### config.mk
export PLATFORM = sky130hd
export DESIGN_NAME = maquina_preparo
export DESIGN_NICKNAME = d
export VERILOG_FILES = /design/src/rtl/maquina_preparo.sv
export SDC_FILE = /design/constraint.sdc
export NUM_CORES = 1
export LEC_CHECK = 0
export CAP_MARGIN = 30
export CELL_PAD_IN_SITES_DETAIL_PLACEMENT = 1
export CELL_PAD_IN_SITES_GLOBAL_PLACEMENT = 2
export CORE_UTILIZATION = 32
export CTS_CLUSTER_DIAMETER = 100
export DETAILED_ROUTE_END_ITERATION = 10
export PLACE_DENSITY_LB_ADDON = 0.1
export RECOVER_POWER = 25
export SYNTH_ARGS = -nofsm -noshare
export SYNTH_HDL_FRONTEND = slang
export SYNTH_SLANG_ARGS = --single-unit
### constraint.sdc
create_clock -name CLK -period 2.4 [get_ports CLK]
set_input_delay 0.24 -clock CLK [delete_from_list [all_inputs] [get_ports CLK]]
set_output_delay 0.24 -clock CLK [all_outputs]
set_load 0.1 [all_outputs]
### src/rtl/maquina_preparo.sv
// Brew sequencer: qualifies a start request against sensor status, then heats and extracts.
// Optional pre-infusion pulse between heating and extraction is enabled with `define PREINFUSAO_EN.
module maquina_preparo #(
    parameter int unsigned T_VERIFICA = 16,
    parameter int unsigned T_AQUECE   = 8,
    parameter int unsigned T_EXPRESSO = 4,
    parameter int unsigned T_LONGO    = 8,
    parameter int unsigned T_DUPLO    = 12,
    parameter int unsigned T_PRE      = 2
) (
    input  logic       CLK,
    input  logic       RST,
    input  logic       START,
    input  logic [1:0] TIPO,
    input  logic [1:0] STATUS,
    output logic       AQUECEDOR,
    output logic       BOMBA,
    output logic       OCUPADO,
    output logic       PRONTO,
    output logic       ERRO,
    output logic [3:0] DISPLAY
);

    localparam int unsigned CW = 8;

    // Every counter reload below truncates to CW bits, so out-of-range values are rejected here.
    if (T_VERIFICA < 1 || T_VERIFICA > 255 || T_AQUECE < 1 || T_AQUECE > 255 ||
        T_EXPRESSO < 1 || T_EXPRESSO > 255 || T_LONGO < 1 || T_LONGO > 255 ||
        T_DUPLO < 1 || T_DUPLO > 255 || T_PRE < 1 || T_PRE > 255) begin : g_param_invalido
        $error("maquina_preparo: all timing parameters must be in 1..255");
    end

    typedef enum logic [2:0] {
        ESPERA   = 3'd0,
        VERIFICA = 3'd1,
        AQUECE   = 3'd2,
        EXTRAI   = 3'd3,
        FINALIZA = 3'd4,
        FALHA    = 3'd7
`ifdef PREINFUSAO_EN
        , PRE_ON = 3'd5,
        PRE_OFF  = 3'd6
`endif
    } estado_t;

    estado_t        estado, estado_n;
    logic [CW-1:0]  cnt, cnt_n;
    logic [1:0]     tipo_q, tipo_n;
    logic [CW-1:0]  carga_extrai;
    logic           fatal;

    assign fatal = (STATUS == 2'b11);

    // Extraction length comes from the drink latched at start, never from the live input.
    always_comb begin
        case (tipo_q)
            2'b01:   carga_extrai = CW'(T_LONGO - 1);
            2'b10:   carga_extrai = CW'(T_DUPLO - 1);
            default: carga_extrai = CW'(T_EXPRESSO - 1);
        endcase
    end

    // Next state: fatal status wins over any counter expiry in the busy states.
    always_comb begin
        estado_n = estado;
        cnt_n    = cnt;
        tipo_n   = tipo_q;
        case (estado)
            ESPERA: begin
                if (START && (TIPO != 2'b11)) begin
                    estado_n = VERIFICA;
                    cnt_n    = CW'(T_VERIFICA - 1);
                    tipo_n   = TIPO;
                end
            end
            VERIFICA: begin
                if (fatal) begin
                    estado_n = FALHA;
                end else if (STATUS == 2'b10) begin
                    estado_n = AQUECE;
                    cnt_n    = CW'(T_AQUECE - 1);
                end else if (cnt == '0) begin
                    estado_n = FALHA;
                end else begin
                    cnt_n = cnt - CW'(1);
                end
            end
            AQUECE: begin
                if (fatal) begin
                    estado_n = FALHA;
                end else if (cnt == '0) begin
`ifdef PREINFUSAO_EN
                    estado_n = PRE_ON;
                    cnt_n    = CW'(T_PRE - 1);
`else
                    estado_n = EXTRAI;
                    cnt_n    = carga_extrai;
`endif
                end else begin
                    cnt_n = cnt - CW'(1);
                end
            end
`ifdef PREINFUSAO_EN
            PRE_ON: begin
                if (fatal) begin
                    estado_n = FALHA;
                end else if (cnt == '0) begin
                    estado_n = PRE_OFF;
                    cnt_n    = CW'(T_PRE - 1);
                end else begin
                    cnt_n = cnt - CW'(1);
                end
            end
            PRE_OFF: begin
                if (fatal) begin
                    estado_n = FALHA;
                end else if (cnt == '0) begin
                    estado_n = EXTRAI;
                    cnt_n    = carga_extrai;
                end else begin
                    cnt_n = cnt - CW'(1);
                end
            end
`endif
            EXTRAI: begin
                if (fatal) begin
                    estado_n = FALHA;
                end else if (cnt == '0) begin
                    estado_n = FINALIZA;
                end else begin
                    cnt_n = cnt - CW'(1);
                end
            end
            FINALIZA: estado_n = ESPERA;
            FALHA:    estado_n = FALHA;
            default:  estado_n = ESPERA;
        endcase
    end

    // State, counters and outputs; outputs are decoded from the state being entered.
    always_ff @(posedge CLK or posedge RST) begin
        if (RST) begin
            estado    <= ESPERA;
            cnt       <= '0;
            tipo_q    <= 2'b00;
            AQUECEDOR <= 1'b0;
            BOMBA     <= 1'b0;
            OCUPADO   <= 1'b0;
            PRONTO    <= 1'b0;
            ERRO      <= 1'b0;
            DISPLAY   <= 4'b0000;
        end else begin
            estado    <= estado_n;
            cnt       <= cnt_n;
            tipo_q    <= tipo_n;
            AQUECEDOR <= 1'b0;
            BOMBA     <= 1'b0;
            OCUPADO   <= 1'b1;
            PRONTO    <= 1'b0;
            ERRO      <= 1'b0;
            DISPLAY   <= 4'b0000;
            case (estado_n)
                ESPERA:   OCUPADO <= 1'b0;
                VERIFICA: DISPLAY <= 4'b0100;
                AQUECE: begin
                    AQUECEDOR <= 1'b1;
                    DISPLAY   <= 4'b0001;
                end
`ifdef PREINFUSAO_EN
                PRE_ON: begin
                    AQUECEDOR <= 1'b1;
                    BOMBA     <= 1'b1;
                    DISPLAY   <= 4'b0101;
                end
                PRE_OFF: begin
                    AQUECEDOR <= 1'b1;
                    DISPLAY   <= 4'b0101;
                end
`endif
                EXTRAI: begin
                    AQUECEDOR <= 1'b1;
                    BOMBA     <= 1'b1;
                    DISPLAY   <= 4'b0010;
                end
                FINALIZA: begin
                    PRONTO  <= 1'b1;
                    DISPLAY <= 4'b0011;
                end
                FALHA: begin
                    OCUPADO <= 1'b0;
                    ERRO    <= 1'b1;
                    DISPLAY <= 4'b1111;
                end
                default: OCUPADO <= 1'b0;
            endcase
        end
    end

endmodule

# Yosys cells after proc, flatten, opt, wreduce, memory -nomap -nowiden
# Index checks and enable logic that the tools add are counted.
[op_classes]
reduce_logical = 8
eq_ne = 18
n_mux = 24
add_sub_neg = 1
[ops]
columns = ["cell", "n"]
rows = [
  ["8-bit 2-to-1 mux", 7],
  ["8-bit case mux with 4 select lines", 1],
  ["3-bit 2-to-1 mux", 8],
  ["4-bit case mux with 5 select lines", 1],
  ["3-bit case mux with 5 select lines", 1],
  ["3-bit by 2-bit == test with 1-bit output (second input constant)", 4],
  ["2-bit != test (second input constant)", 5],
  ["3-bit == test (second input constant)", 3],
  ["8-bit logical NOT", 1],
  ["4-bit case mux with 2 select lines", 1],
  ["8-bit by 1-bit subtractor with 8-bit output (second input constant)", 1],
  ["2-bit == test (second input constant)", 3],
  ["3-bit by 1-bit == test with 1-bit output (second input constant)", 2],
  ["1-bit 2-to-1 mux", 5],
  ["5-bit AND reduction", 1],
  ["4-bit nonzero test", 1],
  ["4-bit OR reduction", 1],
  ["3-bit logical NOT", 1],
  ["2-bit by 1-bit == test with 1-bit output (second input constant)", 1],
  ["2-bit AND reduction", 1],
  ["2-bit OR reduction", 1],
  ["1-bit logical AND", 1],
]
[totals]
elab_cells = 60
ff_bits = 22

# Logic depth before layout (Yosys ltp)
[logic_depth]
depth_word = 8
mapped_depth = 9
ltp_nobuf = 8

# Worst setup path before layout
# No wires, ideal clock.
[synth_timing]
kind = "register to register"
from = "register cnt[4]"
to = "register DISPLAY[2]"
n_path_buf = 1
t_required_ps = 2282
stages_incl_launch_ff = 8
arrival_time_ps = 1809
path_slack_ps = 473
path_cell_list = "dfrtp_1 -> nor4_2 -> and3_1 -> buf_6 -> inv_4 -> or4_4 -> and2_4 -> a21o_1"
[synth_between]
elab_chain_cells = 7
[synth_rtl]
columns = ["item", "line", "text"]
rows = [
  ["start: declaration", "47", "logic [CW-1:0] cnt, cnt_n;"],
  ["start signal: assignment", "154", "cnt <= cnt_n;"],
  ["8-bit logical NOT (*)", "82, 91, 128", ""],
  ["3-bit 2-to-1 mux", "82", "end else if (cnt == '0) begin"],
  ["3-bit 2-to-1 mux", "79", "end else if (STATUS == 2'b10) begin"],
  ["3-bit 2-to-1 mux", "77", "if (fatal) begin"],
  ["3-bit case mux with 5 select lines (*)", "68", "case (estado)"],
  ["3-bit == test (tied with other cells)", "162", "case (estado_n)"],
  ["4-bit case mux with 5 select lines (*)", "162", ""],
  ["end signal: assignment", "161", "DISPLAY <= 4'b0000;"],
  ["end signal: assignment", "164", "VERIFICA: DISPLAY <= 4'b0100;"],
  ["end signal: assignment", "167", "DISPLAY <= 4'b0001;"],
  ["end: declaration", "21", "output logic [3:0] DISPLAY"],
]
# Every way passes the cells marked *; elsewhere a longest branch is shown, timed or not.
# A chain may end at the register's enable or synchronous reset.

# Worst setup path in the final report
[layout_timing]
from = "register cnt[4]"
to = "register DISPLAY[2]"
[layout_between]
elab_chain_cells = 7
[layout_rtl]
columns = ["item", "line", "text"]
rows = [
  ["8-bit logical NOT (*)", "82, 91, 128", ""],
  ["3-bit 2-to-1 mux", "82", ""],
  ["3-bit 2-to-1 mux", "79", ""],
  ["3-bit 2-to-1 mux", "77", ""],
  ["3-bit case mux with 5 select lines (*)", "68", ""],
  ["net estado_n[0]", "46", "estado_t estado, estado_n;"],
  ["3-bit == test (tied with other cells)", "162", ""],
  ["4-bit case mux with 5 select lines (*)", "162", ""],
]
# The timed path passes the listed nets; every way through them passes the cells marked *.

==> impl_metrics.env <==
export IMPL_clk_pin_slew_worst_paths_ns=0.13
export IMPL_htree_levels=1
export IMPL_netlist_instances=123
export IMPL_grt_first_pass_wirelength_um=4491
export IMPL_cp_max_fo=7
export IMPL_fmax_mhz=461.0
export IMPL_ys_ff_latch=21
export IMPL_root_buffer="clkbuf_4"
export IMPL_fp_dieArea_um2=3671
export IMPL_synthArstFlopShare_pct=100.0
export IMPL_muxShareOfSynthArea_pct=0
export IMPL_rsz0062_at_grt="no"
export IMPL_vias=919
export IMPL_syn_nets=133
export IMPL_slew_viol_final=0
export IMPL_hpwlAfterDp_um=2023
export IMPL_finalSetupViolCount=0
export IMPL_diodes=0
export IMPL_drc_errors=0
export IMPL_drt_iter0_markers=8
export IMPL_seq_area_frac_synth_pct=47.84
export IMPL_tightest_slew_ns=0.8018
export IMPL_routabilityCongestion=0.7889
export IMPL_final_setup_tns_ns=0
export IMPL_layout_drive_gt1_share_pct=15.49
export IMPL_fillCellCount=390
export IMPL_final_area_um2=1311
export IMPL_min_path_type="input pin to asynchronous set/reset pin"
export IMPL_wire_per_inst_um=14.34
export IMPL_cts_sinks=21
export IMPL_worstSetupPathType="flop to flop"
export IMPL_io_buffers=15
export IMPL_yosysTopAreaCellShare_pct=47.84
export IMPL_drtPass1Iterations=4
export IMPL_viasPerCell=4.941
export IMPL_synth_top_cell_by_area="dfrtp_1"
export IMPL_cts_setup_buffers=0
export IMPL_antenna_found_initial=0
export IMPL_period_needed_ns=2.169
export IMPL_worstPathArrival_ns=2.38
export IMPL_syn_to_final_growth_pct=19.36
export IMPL_ff2ff_setup_slack_ns=0.23
export IMPL_track_usage_pct=16.76
export IMPL_routed_wl_um=2667
export IMPL_holdBufCountCts=0
export IMPL_final_cell_mix="21 x dfrtp_1, 17 x nor2_1, 13 x buf_4, 12 x nand2_1, 12 x inv_1"
export IMPL_crit_required_ns=2.61
export IMPL_final_common_cell="dfrtp_1"
export IMPL_synth_area_leaders="dfrtp_1 48%, nor2_1 5.8%, inv_1 4.1%, nand2_1 4.1%, o21ai_0 3.6%"
export IMPL_dieWidth_um=60.59
export IMPL_cts_buffers=3
export IMPL_clock_latency_ns=0.31
export IMPL_cts_resized=0
export IMPL_ys_flop_type="dfrtp_1"
export IMPL_start_util_pct=34.84
export IMPL_synth_compound_area_share_pct=16.86
export IMPL_syn_avg_cell_area_um2=8.931
export IMPL_placed_area_um2=1285
export IMPL_clock_tree_buffer_depth=2
export IMPL_cap_violations=0
export IMPL_synth_fa_ha_area_share_pct=3.417
export IMPL_ys_types=38
export IMPL_synth_simple_area_share_pct=24.83
export IMPL_coreArea_um2=3153
export IMPL_synth_edff_count=0
export IMPL_cts_tree="built"
export IMPL_die_h_um=60.59
export IMPL_netlist_area_um2=1099
export IMPL_overflow=0
export IMPL_end_kind="flop"
export IMPL_yosysWarnings=0
export IMPL_hold_viol=0
export IMPL_slew_headroom_pct=46.49
export IMPL_grt_pass1_vias=955
export IMPL_ioPinCount=16
export IMPL_outcome="complete, no violations"
export IMPL_synth_top_family_by_area="simple AND/OR/NAND/NOR gates"
export IMPL_fin_skew_ns=0.01045
export IMPL_cp_start_kind="flop"
export IMPL_std_cell_rows=20
export IMPL_grt_max_degree=22
export IMPL_nets=153
export IMPL_synth_xor_area_share_pct=0
export IMPL_drtAntennaViolNets=0
export IMPL_fin_crit_sh_pct=90.38
[worst max-delay path, cell delays in order, from the launching register on]
cell and delay, ns:
dfrtp_1 0.43, nor4_2 0.33, and3_1 0.36, inv_4 0.09, or4_4 0.52, nand2b_2 0.11, inv_1 0.07, a21o_1 0.15
[state kept, by name, indices dropped and copies added, names as in the netlist]
signal,cells
tipo_q,2
PRONTO,1
cnt,8
OCUPADO,1
estado,3
BOMBA,1
AQUECEDOR,1
DISPLAY,4
[area by class of cell]
type	count	area, um^2	area share [%]
Clock buffer	4	26.28	2.004
Inverter	13	51.30	3.912
Multi-Input combinational cell	85	495.5	37.79
Sequential cell	21	525.5	40.08
Timing Repair Buffer	19	157.7	12.02
Tap cell	44	55.05	4.198
[routing by layer]
metal | wire (um) | vias up | global-route usage, %
li1 | - | 462 | -
met1 | 1397 | 444 | 24.17
met3 | 58 | 2 | 2.559
met2 | 1189 | 11 | 25.12
met4 | 21 | 0 | 6.818
met5 | 0 | - | 0
[final timing paths]
kind / start / end / depth (start not counted)
max in group asynchronous: RST / tipo_q[0] / 2
max: cnt[4] / DISPLAY[2] / 7
min reg2reg: cnt[7] / cnt[7] / 1
max reg2reg: cnt[4] / DISPLAY[2] / 7
min: RST / PRONTO / 2
min in group CLK: cnt[7] / cnt[7] / 1
[through the flow]
stage / std cells / util [%] / worst slack [ns] / hold slack (ns)
2_1_floorplan: 123 / - / 0.4727 / 0.2165
3_3_place_gp: 182 / 40.75 / 0.2734 / 0.4908
3_5_place_dp: 182 / 40.75 / 0.2460 / 0.5010
4_1_cts: 186 / 41.59 / 0.2084 / 0.4092
5_1_grt: 186 / 41.59 / 0.1054 / 0.5422
6_report: 186 / 41.59 / 0.2308 / 0.4986
[cells by family (layout without fill, tap and decap cells)]
| group | after synthesis | in the layout |
|---|---|---|
| AOI/OAI and AO/OA | 29 | 29 |
| adders and majority gates | 3 | 3 |
| buffers and inverters | 17 | 36 |
| DFF | 21 | 21 |
| and+or+nand+nor | 53 | 53 |
[cells in the mapped netlist, types with 2 or more instances]
library cell,n
dfrtp_1,21
nor2_1,17
inv_1,12
nand2_1,12
o21ai_0,8
a21oi_1,6
nand3_1,4
ha_1,3
nor3_1,3
o22ai_1,3
o311ai_0,3
a21o_1,2
clkbuf_1,2
nor2b_1,2
or3_1,2
Power is not shown: default switching activity piles up to over one toggle a cycle in this logic, so the estimate is an artifact.
